===== src/rtl/twos_complement_serial.sv =====
// Digit-serial two's-complement pass/negate/abs/-abs unit with valid/ready handshakes.
// Optional macro TWOS_COMP_SATURATE_EN: clamp overflowing results to the most positive value.
module twos_complement_serial #(
    parameter int WIDTH = 8,
    parameter int DIGIT = 2
) (
    input  logic             CLK,
    input  logic             RESET_N,
    input  logic             IN_VALID,
    output logic             IN_READY,
    input  logic [WIDTH-1:0] IN_DATA,
    input  logic [1:0]       MODE,
    output logic             OUT_VALID,
    input  logic             OUT_READY,
    output logic [WIDTH-1:0] OUT_DATA,
    output logic             OVF
);

    localparam int NCHUNK = WIDTH / DIGIT;
    localparam int CW     = (NCHUNK > 1) ? $clog2(NCHUNK) : 1;
    localparam logic [CW-1:0]    LAST     = CW'(NCHUNK - 1);
    localparam logic [WIDTH-1:0] MOST_NEG = {1'b1, {(WIDTH-1){1'b0}}};

    typedef enum logic [1:0] {IDLE, BUSY, DONE} state_t;

    state_t state_q, state_d;

    logic signed [WIDTH-1:0] opnd_q;
    logic signed [WIDTH-1:0] res_q;
    logic                    neg_q;
    logic                    seen_q;
    logic                    ovf_q;
    logic                    armed_q;
    logic [CW-1:0]           cnt_q;

    logic                    accept;
    logic                    last_chunk;
    logic                    in_sign;
    logic                    in_neg;
    logic [DIGIT-1:0]        chunk;
    logic                    seen_d;
    logic signed [WIDTH-1:0] res_shift;
    logic signed [WIDTH-1:0] res_d;

`ifdef TWOS_COMP_SATURATE_EN
    function automatic logic signed [WIDTH-1:0] saturate(input logic signed [WIDTH-1:0] r,
                                                         input logic ovf);
        return ovf ? $signed({1'b0, {(WIDTH-1){1'b1}}}) : r;
    endfunction
`endif

    // armed_q keeps IN_READY low until the first clock edge after reset release
    always_comb begin
        IN_READY  = armed_q & ((state_q == IDLE) | ((state_q == DONE) & OUT_READY));
        accept    = IN_VALID & IN_READY;
        OUT_VALID = (state_q == DONE);
        OVF       = (state_q == DONE) & ovf_q;
        OUT_DATA  = res_q;
    end

    always_comb begin
        in_sign    = IN_DATA[WIDTH-1];
        in_neg     = (MODE == 2'b01) | ((MODE == 2'b10) & in_sign) |
                     ((MODE == 2'b11) & ~in_sign & (IN_DATA != '0));
        last_chunk = (cnt_q == LAST);
    end

    // Bits pass unchanged up to and including the first 1, then invert when negating
    always_comb begin
        chunk  = '0;
        seen_d = seen_q;
        for (int i = 0; i < DIGIT; i++) begin
            chunk[i] = opnd_q[i] ^ (neg_q & seen_d);
            seen_d   = seen_d | opnd_q[i];
        end
        res_shift = (res_q >> DIGIT) | (WIDTH'(chunk) << (WIDTH - DIGIT));
`ifdef TWOS_COMP_SATURATE_EN
        res_d = last_chunk ? saturate(res_shift, ovf_q) : res_shift;
`else
        res_d = res_shift;
`endif
    end

    always_comb begin
        state_d = state_q;
        case (state_q)
            IDLE:    if (accept) state_d = BUSY;
            BUSY:    if (last_chunk) state_d = DONE;
            DONE:    if (OUT_READY) state_d = accept ? BUSY : IDLE;
            default: state_d = IDLE;
        endcase
    end

    always_ff @(posedge CLK or negedge RESET_N) begin
        if (!RESET_N) begin
            state_q <= IDLE;
            armed_q <= 1'b0;
        end else begin
            state_q <= state_d;
            armed_q <= 1'b1;
        end
    end

    // Operand shifts out LSB-first while the result fills from the top
    always_ff @(posedge CLK or negedge RESET_N) begin
        if (!RESET_N) begin
            opnd_q <= '0;
            res_q  <= '0;
            neg_q  <= 1'b0;
            seen_q <= 1'b0;
            ovf_q  <= 1'b0;
            cnt_q  <= '0;
        end else if (accept) begin
            opnd_q <= IN_DATA;
            neg_q  <= in_neg;
            ovf_q  <= in_neg & (IN_DATA == MOST_NEG);
            seen_q <= 1'b0;
            cnt_q  <= '0;
        end else if (state_q == BUSY) begin
            opnd_q <= opnd_q >> DIGIT;
            seen_q <= seen_d;
            res_q  <= res_d;
            cnt_q  <= cnt_q + 1'b1;
        end
    end

endmodule


===== config.mk =====
export PLATFORM = sky130hd
export DESIGN_NAME = twos_complement_serial
export DESIGN_NICKNAME = d
export VERILOG_FILES = /design/src/rtl/twos_complement_serial.sv
export SDC_FILE = /design/constraint.sdc
export NUM_CORES = 1
export LEC_CHECK = 0
export ABC_AREA = 1
export CAP_MARGIN = 20
export CORE_MARGIN = 2
export CORE_UTILIZATION = 35
export CTS_CLUSTER_SIZE = 20
export DETAILED_ROUTE_END_ITERATION = 10
export PLACE_DENSITY = 0.64
export SETUP_SLACK_MARGIN = 0.5
export SLEW_MARGIN = 20
export SYNTH_ARGS = -nofsm -noshare
export SYNTH_HDL_FRONTEND = slang
export SYNTH_SLANG_ARGS = --single-unit

===== constraint.sdc =====
create_clock -name CLK -period 1.1 [get_ports CLK]
set_input_delay 0.11 -clock CLK [delete_from_list [all_inputs] [get_ports CLK]]
set_output_delay 0.11 -clock CLK [all_outputs]
set_load 0.02 [all_outputs]

---- After elaboration in Yosys (flattened, before gate mapping) ----
Cells that the tools add are included.
W data, S select, Z words.
word-level totals
  register bits after elaboration ......... 24
  latch bits .............................. 0
  RAM bits ................................ 0
  bits in read-only memories .............. 0
  input port bits ......................... 14
  output and inout port bits .............. 11
  logic and storage cells ................. 55
  memories kept ........................... 0
operators by class
  add/sub/neg operators ................... 1
  multiply operators ...................... 0
  div/mod/pow operators ................... 0
  order comparisons ....................... 0
  eq/ne operators ......................... 10
  shift-type cells ........................ 0
  muxes and demuxes ....................... 11
  bitwise logic cells ..................... 20
  reduce and logical (&&, ||, !) cells .... 5
operators by type and width
  operator               number
  $mux W8                2
  $and A1 B1 Y1          10
  $mux W2                5
  $eq A2 B2 Y1 const B   4
  $eq A8 B8 Y1 const B   1
  $or A6 B8 Y8           1
  $reduce_bool A8 Y1     1
  $pmux W2 S3            1
  $or A1 B1 Y1           5
  $eq A2 B1 Y1 const B   2
  $ne A2 B2 Y1 const B   2
  $mux W1                3
  $reduce_and A3 Y1      1
  $add A2 B1 Y2 const B  1
  $logic_not A2 Y1       1
  $ne A2 B1 Y1 const B   1
  $not A1 Y1             2
  $reduce_and A2 Y1      1
  $reduce_bool A2 Y1     1
  $xor A1 B1 Y1          2

---- Depth between registers and ports, before layout ----
Gate-level depths: netlist of the first run.
  depth after elaboration ................. 8
  depth in mapped cells ................... 7
  mapped depth without buffers ............ 7

---- Worst setup path before layout of the first run ----
Ideal clock, no wire load.
  path kind ............................... register to register
  start ................................... register state_q[0]
  end ..................................... register opnd_q[5]
  library setup time ...................... 128 ps
  data arrival time ....................... 936 ps
  required time ........................... 972 ps
  path slack .............................. 37 ps
  stages on the path, launching flop included .. 6
  path buffers ............................ 1
  clock period less this slack ............ 1063 ps
  cell sequence ........................... dfrtp_1 > nor2_2 > nand3_4 > buf_6 > nor2_2 > a31oi_2
between the ends
  word-level cells in the longest chain between the ends .. 6
  elaborated cells on any way between the ends .. 9
  classes of those cells .................. eq/ne: 2; mux: 1; bitwise: 4; reduce/logical: 2
RTL lines
  what                                                  RTL line  RTL
  from (decl)                                           26        state_t state_q, state_d;
  from (signal assigned)                                99        state_q <= state_d;
  $eq A2 B2 Y1                                          54        IN_READY = armed_q & ((state_q == IDLE) | ((state_q == DONE) & OUT_READY));
  $and A1 B1 Y1                                         54
  $or A1 B1 Y1                                          54
  $and A1 B1 Y1                                         54
  $and A1 B1 Y1                                         55        accept = IN_VALID & IN_READY;
  $mux W8 / $reduce_bool A2 Y1 (equally long branches)  -
  to (signal assigned)                                  120       opnd_q <= opnd_q >> DIGIT;
  to (decl)                                             28        logic signed [WIDTH-1:0] opnd_q;
Several ways; a longest one is shown, not always the timed one.
A chain may end at the register's enable or synchronous reset.

---- Worst setup path after layout of the first run ----
  start ................................... register state_q[0]
  end ..................................... register opnd_q[2]
Same word-level chain as after synthesis.

==> results.md, run 1 <==
- The global-route usage over all layers is between 15 and 20%.
- The latest clock arrival within the worst-skew pair is between 300 and 400 ps.
- The largest single stage delay on the critical path is between 400 and 500 ps.
- The die is between 60 and 70 um tall.
- The share of the Yosys chip area taken by registers is around 52%.
- Entering global routing, the biggest net connects 25 pins.
- The peak ir drop on the vdd network is ~0.0008 V.
- The filler cells instantiated in the layout total 306.
- The Yosys step of the flow raised 0 warnings.
- Walking the worst path, the cells encountered are nor2_2 -> buf_4 -> nand3_4 -> buf_6 -> nor2_1 -> a31oi_1.
- Buffers inserted to repair hold after CTS numbered 0.
- The count of buffers added on input and output ports is 24.
- Routability-driven placement finished with a final weighted congestion of between 0.7 and 0.8.
- Setup repair after global routing could not meet its margin everywhere.
- In this run the core area contains 20 standard-cell rows.
- The net count reported at finish is ~200.
- The number of synthesized register bits is 24.
- The total iterations of the first detailed-routing run is 4.
- Among all flip-flop cells after synthesis, the most frequent one is dfrtp_1.
- Counting every net in the synthesized netlist gives 143.
- The share of flip-flops with an asynchronous set or reset is between 90% and 100%.
- The data arrival time of the worst path is 1450 ps.
- Setup slack on the critical path of the routed design comes to -138 ps.
- After detailed routing, the average wire length per cell comes to around 11 um.
- The clock-pin slew reported for the worst setup and hold paths after clock tree synthesis is roughly 140 ps.
- In this run the number of H-tree levels came out at 1.
- At the worst endpoint, the required time is 1310 ps.
- The internal power consumption is just over 3 mW.
- The number of hold violations in the final report is 0.
- Once layout is complete, the cells apart from fillers number 230.
- Setup violations remaining at the end of the flow were counted as 26.
- The floorplan step defined a die boundary enclosing between 3000 and 4000 um2.
- The initial antenna violation count was 0.
- The number of global-route vias before repair is 1087.
- The shortest period the worst path allows is between 1000 and 1500 ps.
- The cell count after synthesis came out at 128.
- In the routed design, unresolved DRC markers number 0.
- 25 I/O pins were placed.
- The run finished, with violations left.
- In this run, distinct cell masters in the synthesized netlist total 28.
- The top cell type by area accounts for a little over half of the synthesized area.
- The clock arrives with about 10 ps of skew.
- In the finished design, the share of the clock period the worst path needs comes to 113%.
- In the routed layout, each cell is associated on average with a via count of 4.49.
- Along the worst path, the maximum fanout reaches 8.
- The first-pass GRT wire length is approximately 4.5 mm.
- The area occupied by registers is 601 um2.
- The clock root buffer master is clkbuf_4.
- The clock net in this run drives a total of 24 sinks.
- The die is just over 60 um wide.
- The multi-input combinational cells in the finished layout cover a total of roughly 500 um2.
- Sequential cells account for slightly above 30% of the total power.
- The region available for standard cell placement spans 3080 um2.
- The analysis attributes to cell leakage a power of between 0.8 and 0.9 nW.
- The count of flip-flops with a built-in enable after synthesis is 0.
- The share of final-layout standard cells stronger than drive strength 1 is 40.9%.
- STA classifies the critical path endpoint as a register.
- The worst-path cell with the longest stage delay is dfrtp_1.
- The tightest min-delay check is of the in2async type.
- The longest clock path from root to sink contains 2 buffers.
- Dividing total power by cell area gives a power density of 2710 nW/um2.
- The critical path buffer and inverter count is 2.
- Summed over all nets, the switching power comes to around 1.8 mW.
- The sum of routed wire length over all layers is ~2.6 mm.
- Once the floorplan was initialized, standard cells occupied 37.2% of the core.
- In this run the remaining antenna-violating nets after routing total 0.
- The synthesized netlist occupies a cell area of 1140 um2.
- Detailed placement finished with a half-perimeter wire length of approximately 1.8 mm.
- The fraction of power consumed by combinational cells is between 50% and 60%.
- In this run, the number of DRC markers left after iteration 0 of detailed routing was 19.
- Of all cell types, the one taking the most synthesized area is dfrtp_1.
- The worst setup path is of the reg2reg kind.
- Net switching is a little under two fifths of the power.
- The max-slew violation count was 0.
- Including well taps, the total number of placed cells is roughly 210.
- Static timing analysis puts the maximum clock frequency at about 810 MHz.
- The clock network fraction of design power is 13.1%.
- STA classifies the critical path startpoint as a register.
- The growth of design area from synthesis to finish is 58.3%.
- The clock tree from TritonCTS is yes.
- After synthesis, the cell types taking the most area are dfrtp_1 52%, nand2_1 13%, inv_1 3.9%.
- Max-cap violations in this run came to 0.
- The cell family with the largest share of critical-path delay is flip-flops.
- Summing over every cut layer, the via total after detailed routing is 1032.
- The checks that failed: negative setup slack.
- For this run the aggregate overflow at the end of global routing stands at 0.
- Counting the buffers created by CTS gives 3.
- The average instance in the mapped netlist occupies 8.94 um2.
- The final total negative setup slack is -2390 ps.
- The number of antenna diodes in the final layout is 0.
==> worst paths after layout <==
path | cells past startpoint | start | end | slack, ps
hold / removal | 2 | RESET_N | OUT_DATA[2]$_DFFE_PN0P_ | 120
min in group CLK | 3 | IN_DATA[6] | opnd_q[6]$_DFFE_PN0P_ | 330
max in group asynchronous | 2 | RESET_N | opnd_q[2]$_DFFE_PN0P_ | 820
setup / recovery | 6 | state_q[0]$_DFFE_PN0P_ | opnd_q[2]$_DFFE_PN0P_ | -140
setup reg to reg | 6 | state_q[0]$_DFFE_PN0P_ | opnd_q[2]$_DFFE_PN0P_ | -140
hold reg to reg | 2 | ovf_q$_DFFE_PN0N_ | ovf_q$_DFFE_PN0N_ | 500
==> repair_timing <==
item	4_1_cts	5_1_grt
gates cloned	1	0
pin swaps	3	1
hold endpoints to repair	0	0
endpoints found under the setup margin	34	34
setup buffers	10	2
gates resized for setup	74	4
==> metal layers <==
layer  global-route usage (%)  share of wire, %  vias up
li1                         -                 -      516
met1                     17.4                39      489
met2                     32.1                57       22
met3                     2.10               3.6        5
met4                     3.73              0.84        0
met5                        0                 0        -
==> logic make-up after synthesis <==
family	Yosys count	share of synthesized area, %
xor gates and xnor gates	3	2.30
AOI/OAI and AO/OA	18	10.8
other	1	0.328
adders and majority gates	1	1.09
buffers and inverters	18	8.09
DFF	24	52.5
and+or+nand+nor	63	24.9
==> cell usage after synthesis (2+ instances only) <==
cell type  instances
a31oi_1            3
nor2_1            11
nand3_1            2
nor2_2             3
o21ai_2            4
inv_1             12
nand2_1           39
xor2_1             2
o21ai_1            3
o21ai_0            4
nand2_2            2
buf_6              3
dfrtp_1           24
inv_2              2
==> cell usage in the layout (no fill, tap or decap), types with 2 or more instances in the layout <==
cell type         n
dfrtp_1          24
buf_6            13
a31oi_1           3
clkdlybuf4s50_1  13
nand2_1          35
o21ai_1           5
nor2_4            3
inv_1            10
nand2_2           6
nand3_1           2
xor2_1            2
buf_12            2
buf_4            28
o21ai_0           2
inv_2             3
nor2_2            4
clkbuf_4          3
nor2_1            8
o21ai_2           4
inv_4             2
==> power by group through the flow <==
| stage | logic (mW) | clock network [mW] | registers, mW |
|---|---|---|---|
| final | 2.73 | 0.644 | 1.53 |
| after global placement | 2.13 | 0 | 1.51 |
| after CTS | 2.70 | 0.658 | 1.53 |
| after detailed placement | 2.20 | 0 | 1.51 |
| after floorplan | 1.20 | 0 | 1.64 |
| after global routing | 3.01 | 0.683 | 1.57 |
==> cell type report <==
type	count	area share [%]
Tap cell	44	3.04
Sequential cell	24	33.1
Clock buffer	3	1.24
Inverter	15	3.38
Clock inverter	1	1.66
Timing Repair Buffer	57	30.6
Multi-Input combinational cell	86	26.9
==> metrics by stage <==
step	utilization (%)	hold slack [ps]	area [um2]	worst slack (ps)	power [mW]
detailed placement	51.7	466	1590	-385	3.72
floorplan	-	-186	1150	43.6	2.84
global route	58.9	129	1810	-218	5.26
global placement	51.7	455	1590	-362	3.64
finish	58.9	115	1810	-138	4.91
CTS	57.9	128	1780	-141	4.88
==> registers in the layout, summed over array words and instances (netlist names) <==
| signal | count |
|---|---|
| neg_q | 1 |
| OUT_DATA | 8 |
| cnt_q | 2 |
| ovf_q | 1 |
| armed_q | 1 |
| seen_q | 1 |
| state_q | 2 |
| opnd_q | 8 |
Note: power is estimated with default switching activity, not from simulation.
==> inputs of run 2 (changes only) <==
--- a/config.mk
+++ b/config.mk
@@ -6,7 +6,7 @@
 export NUM_CORES = 1
 export LEC_CHECK = 0
 export ABC_AREA = 1
-export CAP_MARGIN = 20
+export CAP_MARGIN = 10
 export CORE_MARGIN = 2
 export CORE_UTILIZATION = 35
 export CTS_CLUSTER_SIZE = 20
==> results of run 2 <==
Same layout as run 1: the final DEF is identical, and so are final timing and power.
